==> config.mk <==
export PLATFORM = sky130hd
export DESIGN_NAME = delay_sum_beamformer
export DESIGN_NICKNAME = d
export VERILOG_FILES = /design/src/rtl/delay_sum_beamformer.sv
export SDC_FILE = /design/constraint.sdc
export NUM_CORES = 2
export LEC_CHECK = 0
export BUFFER_PORTS_ARGS = -buffer_cell sky130_fd_sc_hd__buf_4
export CAP_MARGIN = 20
export CELL_PAD_IN_SITES_DETAIL_PLACEMENT = 0
export CELL_PAD_IN_SITES_GLOBAL_PLACEMENT = 1
export CORE_MARGIN = 10
export CORE_UTILIZATION = 45
export CTS_CLUSTER_DIAMETER = 150
export CTS_CLUSTER_SIZE = 28
export DETAILED_ROUTE_END_ITERATION = 10
export GPL_TIMING_DRIVEN = 0
export PLACE_DENSITY_LB_ADDON = 0.25
export RECOVER_POWER = 100
export SLEW_MARGIN = 20
export SYNTH_ARGS = -nofsm -noshare
export SYNTH_HDL_FRONTEND = slang
export SYNTH_SLANG_ARGS = --single-unit
export TNS_END_PERCENT = 20
==> constraint.sdc <==
create_clock -name clk -period 12.2 [get_ports clk]
set_input_delay 1.83 -clock clk [delete_from_list [all_inputs] [get_ports clk]]
set_output_delay 1.83 -clock clk [all_outputs]
set_load 0.05 [all_outputs]
==> src/rtl/delay_sum_beamformer.sv <==
// -----------------------------------------------------------------------------
// delay_sum_beamformer
//
// Delay-and-sum beamformer core. Each accepted frame carries one signed PCM
// sample per channel. Every channel owns a circular buffer of DEPTH entries.
// The frame is written at the shared write pointer P. The core then walks the
// channels one per cycle and sums buffer[k][P - delay[k]] at full precision.
// The DONE step publishes the sum as a single-cycle out_valid pulse and then
// advances P.
//
// Per-channel delays are double buffered. cfg_we updates a shadow copy, and
// the shadow is copied into the active set only when a frame is accepted. A
// config change therefore never lands in the middle of a frame's sum.
//
// Handshake: a frame transfers on a rising edge where in_valid && in_ready.
// in_ready is high only in IDLE. A frame presented while in_ready is low is
// dropped and sets the sticky overrun flag. out_valid is a one-cycle pulse
// with no back-pressure. out_data holds its value between pulses.
//
// Ports:
//   clk, reset  clock; synchronous active-high reset
//   in_valid    sample frame present
//   in_ready    core can accept a frame (IDLE)
//   in_data     NUM_CH packed samples; channel k in [k*SAMPLE_W +: SAMPLE_W]
//   cfg_we      shadow delay write strobe
//   cfg_ch      channel to configure (writes with cfg_ch >= NUM_CH ignored)
//   cfg_delay   requested delay in samples, clipped to DEPTH-1
//   out_valid   one-cycle pulse when out_data updates
//   out_data    signed sum of delayed samples
//   overrun     sticky: frame presented while busy
//   dbg_state   current FSM state (0 IDLE, 1 ACCUM, 2 DONE)
// -----------------------------------------------------------------------------
module delay_sum_beamformer #(
  parameter int NUM_CH   = 4,
  parameter int SAMPLE_W = 16,
  parameter int DEPTH    = 16,
  parameter int CH_W     = $clog2(NUM_CH),
  parameter int DLY_W    = $clog2(DEPTH) + 1,
  parameter int OUT_W    = SAMPLE_W + $clog2(NUM_CH)
) (
  input  logic                       clk,
  input  logic                       reset,
  input  logic                       in_valid,
  output logic                       in_ready,
  input  logic [NUM_CH*SAMPLE_W-1:0] in_data,
  input  logic                       cfg_we,
  input  logic [CH_W-1:0]            cfg_ch,
  input  logic [DLY_W-1:0]           cfg_delay,
  output logic                       out_valid,
  output logic [OUT_W-1:0]           out_data,
  output logic                       overrun,
  output logic [1:0]                 dbg_state
);

  localparam int AW = $clog2(DEPTH);

  typedef enum logic [1:0] {
    S_IDLE  = 2'd0,
    S_ACCUM = 2'd1,
    S_DONE  = 2'd2
  } state_t;

  state_t r_state;
  state_t w_next_state;

  logic [SAMPLE_W-1:0] r_buf [NUM_CH][DEPTH];
  logic [AW-1:0]       r_wp;
  // Delays are stored already clipped, so AW bits are enough.
  logic [AW-1:0]       r_shadow [NUM_CH];
  logic [AW-1:0]       r_active [NUM_CH];
  logic [CH_W-1:0]     r_k;
  logic [OUT_W-1:0]    r_acc;
  logic [OUT_W-1:0]    r_out_data;
  logic                r_out_valid;
  logic                r_overrun;

  logic                w_accept;
  logic                w_last_ch;
  logic [AW-1:0]       w_rd_idx;
  logic [SAMPLE_W-1:0] w_rd_sample;
  logic [OUT_W-1:0]    w_rd_ext;
  logic [AW-1:0]       w_cfg_clip;
  logic                w_cfg_in_range;

  assign in_ready  = (r_state == S_IDLE);
  assign out_valid = r_out_valid;
  assign out_data  = r_out_data;
  assign overrun   = r_overrun;
  assign dbg_state = r_state;

  assign w_accept  = (r_state == S_IDLE) && in_valid;
  assign w_last_ch = (r_k == CH_W'(NUM_CH - 1));

  // The AW-bit subtraction wraps naturally. This gives the mod-DEPTH lookback
  // because DEPTH is a power of two.
  assign w_rd_idx    = r_wp - r_active[r_k];
  assign w_rd_sample = r_buf[r_k][w_rd_idx];
  assign w_rd_ext    = {{(OUT_W-SAMPLE_W){w_rd_sample[SAMPLE_W-1]}}, w_rd_sample};

  assign w_cfg_clip     = (cfg_delay > DLY_W'(DEPTH - 1)) ? AW'(DEPTH - 1)
                                                          : cfg_delay[AW-1:0];
  assign w_cfg_in_range = (32'(cfg_ch) < NUM_CH);

  // FSM state register
  always_ff @(posedge clk) begin
    if (reset) r_state <= S_IDLE;
    else       r_state <= w_next_state;
  end

  // FSM next-state logic
  always_comb begin
    w_next_state = r_state;
    case (r_state)
      S_IDLE:  if (in_valid)  w_next_state = S_ACCUM;
      S_ACCUM: if (w_last_ch) w_next_state = S_DONE;
      S_DONE:                 w_next_state = S_IDLE;
      default:                w_next_state = S_IDLE;
    endcase
  end

  // Datapath
  always_ff @(posedge clk) begin
    if (reset) begin
      for (int k = 0; k < NUM_CH; k++) begin
        for (int d = 0; d < DEPTH; d++) r_buf[k][d] <= '0;
        r_shadow[k] <= '0;
        r_active[k] <= '0;
      end
      r_wp        <= '0;
      r_k         <= '0;
      r_acc       <= '0;
      r_out_data  <= '0;
      r_out_valid <= 1'b0;
      r_overrun   <= 1'b0;
    end else begin
      r_out_valid <= 1'b0;

      // Shadow write. On the same edge as an accept, the active set copies
      // the old shadow value, so the new delay applies from the next frame.
      if (cfg_we && w_cfg_in_range) r_shadow[cfg_ch] <= w_cfg_clip;

      // A dropped frame touches nothing except the sticky flag.
      if (in_valid && !in_ready) r_overrun <= 1'b1;

      case (r_state)
        S_IDLE: begin
          if (w_accept) begin
            for (int k = 0; k < NUM_CH; k++) begin
              r_buf[k][r_wp] <= in_data[k*SAMPLE_W +: SAMPLE_W];
              r_active[k]    <= r_shadow[k];
            end
            r_acc <= '0;
            r_k   <= '0;
          end
        end
        S_ACCUM: begin
          r_acc <= r_acc + w_rd_ext;
          r_k   <= r_k + CH_W'(1);
        end
        S_DONE: begin
          r_out_data  <= r_acc;
          r_out_valid <= 1'b1;
          r_wp        <= r_wp + AW'(1);
        end
        default: ;
      endcase
    end
  end

endmodule

=== After elaboration in Yosys (flattened, before gate mapping) ===
Memories as Yosys holds them, arrays and structs flattened. A register that Yosys moved wholly into a read port is not among the register bits.
Index checks and enable logic that the tools add are counted.

* $add $sub $neg: 4
* Magnitude comparators: 4
* Eq/ne operators: 6
* Mux-type cells: 1059
* Bitwise operators: 1030
* Reductions and logical operators: 9

{| class="wikitable"
|+ Operators by type and width
! cell !! count
|-
| 1-bit two-way mux || 1035
|-
| 1-bit bitwise OR || 1028
|-
| 256-bit two-way mux || 1
|-
| 16-bit binary-select mux with 4-bit select || 1
|-
| 16-bit demux with 4-bit select || 1
|-
| 16-bit two-way mux || 3
|-
| 18-bit one-hot mux with 2 select lines || 1
|-
| 4-bit two-way mux || 6
|-
| 18-bit adder || 1
|-
| 18-bit two-way mux || 1
|-
| 2-bit two-way mux || 8
|-
| 5-bit greater-or-equal comparator, second input constant || 2
|-
| 4-bit inverter with 5-bit output || 2
|-
| 2-bit one-hot mux with 2 select lines || 2
|-
| 5-bit by 4-bit greater-than comparator with 1-bit output, second input constant || 1
|-
| 5-bit by 1-bit less-than comparator with 1-bit output, second input constant || 1
|-
| 4-bit by 1-bit adder with 4-bit output, second input constant || 1
|-
| 2-bit == test, second input constant || 2
|-
| 2-bit inequality test, second input constant || 2
|-
| 2-bit AND reduction || 2
|-
| 4-bit OR reduction || 1
|-
| 4-bit subtractor || 1
|-
| 1-bit logical AND || 3
|-
| 2-bit by 1-bit adder with 2-bit output, second input constant || 1
|-
| 5 further kinds || 5
|}

* Bits in registers: 46
* Memory bits (writable): 1056
* Bits of input ports: 75
* Output and inout bits: 23
* Word-level logic and storage cells: 2122
* Memories: 3

{| class="wikitable"
|+ Memories
! memory !! depth !! bits a word !! read ports !! clocked after Yosys merged registers in !! write ports !! RTL line !! RTL
|-
| r_buf || 4 || 256 || 1 || 1 || 4 || 66 || <nowiki>logic [SAMPLE_W-1:0] r_buf [NUM_CH][DEPTH];</nowiki>
|-
| r_active || 4 || 4 || 1 || 1 || 4 || 70 || <nowiki>logic [AW-1:0] r_active [NUM_CH];</nowiki>
|-
| r_shadow || 4 || 4 || 4 || 0 || 4 || 69 || <nowiki>logic [AW-1:0] r_shadow [NUM_CH];</nowiki>
|}

=== Logic depth before layout (Yosys ltp) ===
* Depth after elaboration: 7
* Depth in mapped cells: 25
* Depth with buffers taken out: 18

=== Worst setup path after synthesis ===
OpenSTA, ideal clock, no wires.

* Kind: reg-to-reg
* Start point: reg (tool-made name)
* End point: reg r_acc[16]
* Setup time: 0.125 ns
* Arrival time: 5.657 ns
* Required time: 12.075 ns
* Slack: 6.418 ns
* Cell stages (with the launch flop): 26
* Buffers on the path: 7
* Clock period less this slack: 5.782 ns
* Path through: dfxtp_1 -> buf_2 -> buf_4 -> buf_2 -> clkbuf_1 -> mux4_2 -> ha_1 -> inv_1 -> fa_1 -> buf_6 -> clkbuf_1 -> clkbuf_1 -> mux4_2 -> nand2_1 -> and3_1 -> a31oi_1 -> ha_1 -> fa_1 -> a21o_1 -> a21oi_1 -> o21bai_1 -> a41oi_1 -> o21ai_1 -> a311oi_1 -> xor2_1 -> o21ai_0

{| class="wikitable"
|+ RTL lines
! what !! RTL line !! RTL
|-
| end signal: assignment || 157 || <nowiki>r_acc <= r_acc + w_rd_ext;</nowiki>
|-
| end: declaration || 72 || <nowiki>logic [OUT_W-1:0] r_acc;</nowiki>
|}

==> metrics.cfg <==
[status]
outcome=complete, but fails checks
violations=capacitance limit, slew limit

[final_layout]
fin_util=0.492
regArea_um2=27700
fin_nets=4273
final_area_um2=51000
multi_input_area_um2=17900
layout-drive-gt1-share=0.129
nFillCells=9484
area_growth_pct=8.17
fin_cells=5590

[routing]
drt-pass1-iter-count=8
avgViaCountPerCell=6.24
wire_per_inst_um=34.8
wirelength_um=195000
vias=34900
drc=0
drtIter0Drc=5652
postRouteAntennaNets=0

[yosys]
synthFlopType=edfxtp_1
synth_area_per_cell_um2=11.7
synth-seq-cells=1104
ys_types=53
synth_edf_count=560
syn-num-nets=4123
async_flop_share=0
syn-cell-area_um2=47200
synth-seq-area-share=0.587
synth_cells=4021
ys.warnings.count=0

[pwr]
combPwrFrac=0.161
ir_drop_mv=0.133
finalPower_mw=7.14
seqPwrFrac=0.566
clockPowerShare=0.273
powerDensity_nw_per_um2=140
internal_power_mw=5.10
p_leak_nw=16.6
power_switching_mw=2.04
sw_frac_of_total=0.285

[sta]
maxSlewViolCount=96
hold_viol=0
max_freq_mhz=98.2
setup_violations=0
relSlewSlack=-0.483
fin_crit_sh=0.835
grt_setup_unrepaired=no
min_period_ns=10.18
whs_ns=0.459
tightest_slew_ns=2.22
tns_ns=0
worst_slack_ns=2.02
clock-skew-final_ns=0.0561

[worst_setup_path]
cp-start-kind=flop
cp.required_ns=12.77
reg2regPathDepth=25
rr_endpoint=r_acc[16]
path_class=flop to flop
cp_data_arrival_time_ns=10.75
ff2ff_setup_slack_ns=2.02
crit_fanout=10
end_kind=flop

[die]
core_area_um2=104000
die_width_um=344
io_pins=98
num_rows=118
die-area_um2=118000
initial_core_util=0.455
dieHeight_um=344

[global_routing]
overflow=0
grt_max_degree=30
busiest_layer=met2
antenna_found_initial=19
use_met2=0.468
grt_pass1_wl_um=263000
use_met1=0.439
grtUsageMet3=0.0929
grt_use_total=0.322
grt_pass1_vias=32300

[clock_tree]
clkSlewWorstSetupHoldPaths_ns=0.11
cts-root-buf=clkbuf_16
holdBufCountCts=0
clock_sinks=1104
ctsResizeCount=0
postCtsSetupBuffers=0
worstSkewPairLatency_ns=0.70
numCtsBuffers=45
htree_levels=2
ctsLongestPathBuffers=3
cts_tree=built

[placement]
globalplace.congestion=1.00
dpl_cell_area_um2=50200
port_buffers=80
post-place-ws_ns=3.60
dp_hpwl_um=140000
place_inst=5504

[hold_path]
hp-class=flop to flop
min_to=r_buf[3][71]
hold_depth=2
hold_start=r_buf[3][71]

[job]
maxCapViolCount=5

## kinds of logic (layout without fill, tap and decap cells)
group                      count (synthesis)  count (layout)  share of synthesized area
and+or+nand+nor                         1578            1578                      0.147
DFF                                     1104            1104                      0.587
AOI/OAI and AO/OA                        600             600                     0.0669
buffers and inverters                    362             547                     0.0329
muxes                                    327             327                      0.154
adders and majority gates                 27              27                    0.00748
xor gates and xnor gates                  23              23                    0.00472
other                                      0               4                          0
## state kept, by name, summed over array words and instances, names as in the netlist, named ones only
signal     flops
dbg_state      2
out_data      18
out_valid      1
overrun        1
r_acc         18
r_active      16
r_buf       1024
r_k            2
r_shadow      16
r_wp           4
## cells in the final DEF (no fill, tap or decap), drive strengths merged, types with 8 or more instances in the layout
| master | n |
|---|---|
| nand2 | 1110 |
| edfxtp | 560 |
| dfxtp | 544 |
| a21oi | 526 |
| clkbuf | 398 |
| mux4 | 320 |
| and2 | 304 |
| buf | 135 |
| nor2 | 62 |
| nand2b | 43 |
| ha | 25 |
| a31oi | 19 |
| and3 | 18 |
| nand3 | 14 |
| o21ai | 13 |
| inv | 13 |
| xor2 | 12 |
| xnor2 | 10 |
| a22oi | 10 |
| nor2b | 9 |
| nor3 | 9 |
| a21o | 8 |
## layout make-up
| cell class | count | area share |
|---|---|---|
| clock inverter | 2 | 0.000637 |
| timing repair buffer | 103 | 0.0159 |
| buffer | 350 | 0.0297 |
| tap | 1380 | 0.0338 |
| antenna | 4 | 0.000196 |
| clock buffer | 80 | 0.0251 |
| inverter | 12 | 0.000882 |
| multi-input combinational | 2555 | 0.351 |
| sequential | 1104 | 0.543 |
## layer usage
layer,routed length [µm],vias to the layer above,share of wire
met5,72,-,0.00037
met4,11800,8,0.060
met3,25500,421,0.13
met2,82400,2375,0.42
met1,74900,17600,0.38
li1,-,14400,-
## critical path, stage by stage (launching register included)
cell and delay, ns:
dfxtp_1 0.33, clkbuf_1 0.68, clkbuf_1 0.83, clkbuf_1 0.95, clkbuf_1 0.83, mux4_2 0.48
ha_1 0.18, inv_1 0.07, fa_1 0.53, buf_6 0.19, clkbuf_1 0.72, clkbuf_1 0.69
mux4_2 0.45, nand2_1 0.09, and3_1 0.24, a31oi_1 0.17, ha_1 0.34, fa_1 0.44
a21o_1 0.20, a21oi_1 0.24, o21bai_1 0.14, a41oi_1 0.37, o21ai_0 0.25, a311oi_1 0.38
xor2_1 0.17, o21ai_0 0.08
## power by group through the flow
stage	Combinational, mW	Clock (mW)	Sequential (mW)
after floorplan	0.617	0	4.11
after global placement	1.09	0	4.12
after detailed placement	1.12	0	4.13
after CTS	1.12	1.93	4.04
after global routing	1.17	2.05	4.05
final	1.15	1.95	4.04
## synthesized netlist by cell type, types with 7 or more instances
master | number | area share
ha_1 | 25 | 0.0066
buf_6 | 9 | 0.0021
nor2_1 | 61 | 0.0049
a31oi_1 | 18 | 0.0024
edfxtp_1 | 560 | 0.36
clkbuf_1 | 248 | 0.020
nor3_1 | 9 | 0.00095
and2_1 | 304 | 0.040
xnor2_1 | 9 | 0.0017
nand2_1 | 1110 | 0.088
xor2_1 | 12 | 0.0022
a21o_1 | 8 | 0.0013
inv_1 | 12 | 0.00095
and3_1 | 18 | 0.0024
buf_1 | 7 | 0.00056
mux4_2 | 320 | 0.15
a22oi_1 | 10 | 0.0016
nand3_1 | 14 | 0.0015
buf_2 | 78 | 0.0083
nor2b_1 | 9 | 0.0012
buf_4 | 8 | 0.0013
nand2b_1 | 43 | 0.0057
a21oi_1 | 526 | 0.056
o21ai_0 | 12 | 0.0013
dfxtp_1 | 544 | 0.23
## how the worst max path moves through the flow
stage / slack, ns / cells after the start / end / from
finish: 2.02 / 25 / r_acc[16] / flop
global route: 1.97 / 25 / r_acc[16] / flop
CTS: 3.60 / 25 / r_acc[16] / flop
detailed placement: 3.60 / 25 / r_acc[16] / flop
global placement: 3.58 / 25 / r_acc[16] / flop
floorplan: 6.42 / 25 / r_acc[16] / flop
No activity file was read; power rests on OpenSTA's default activity.
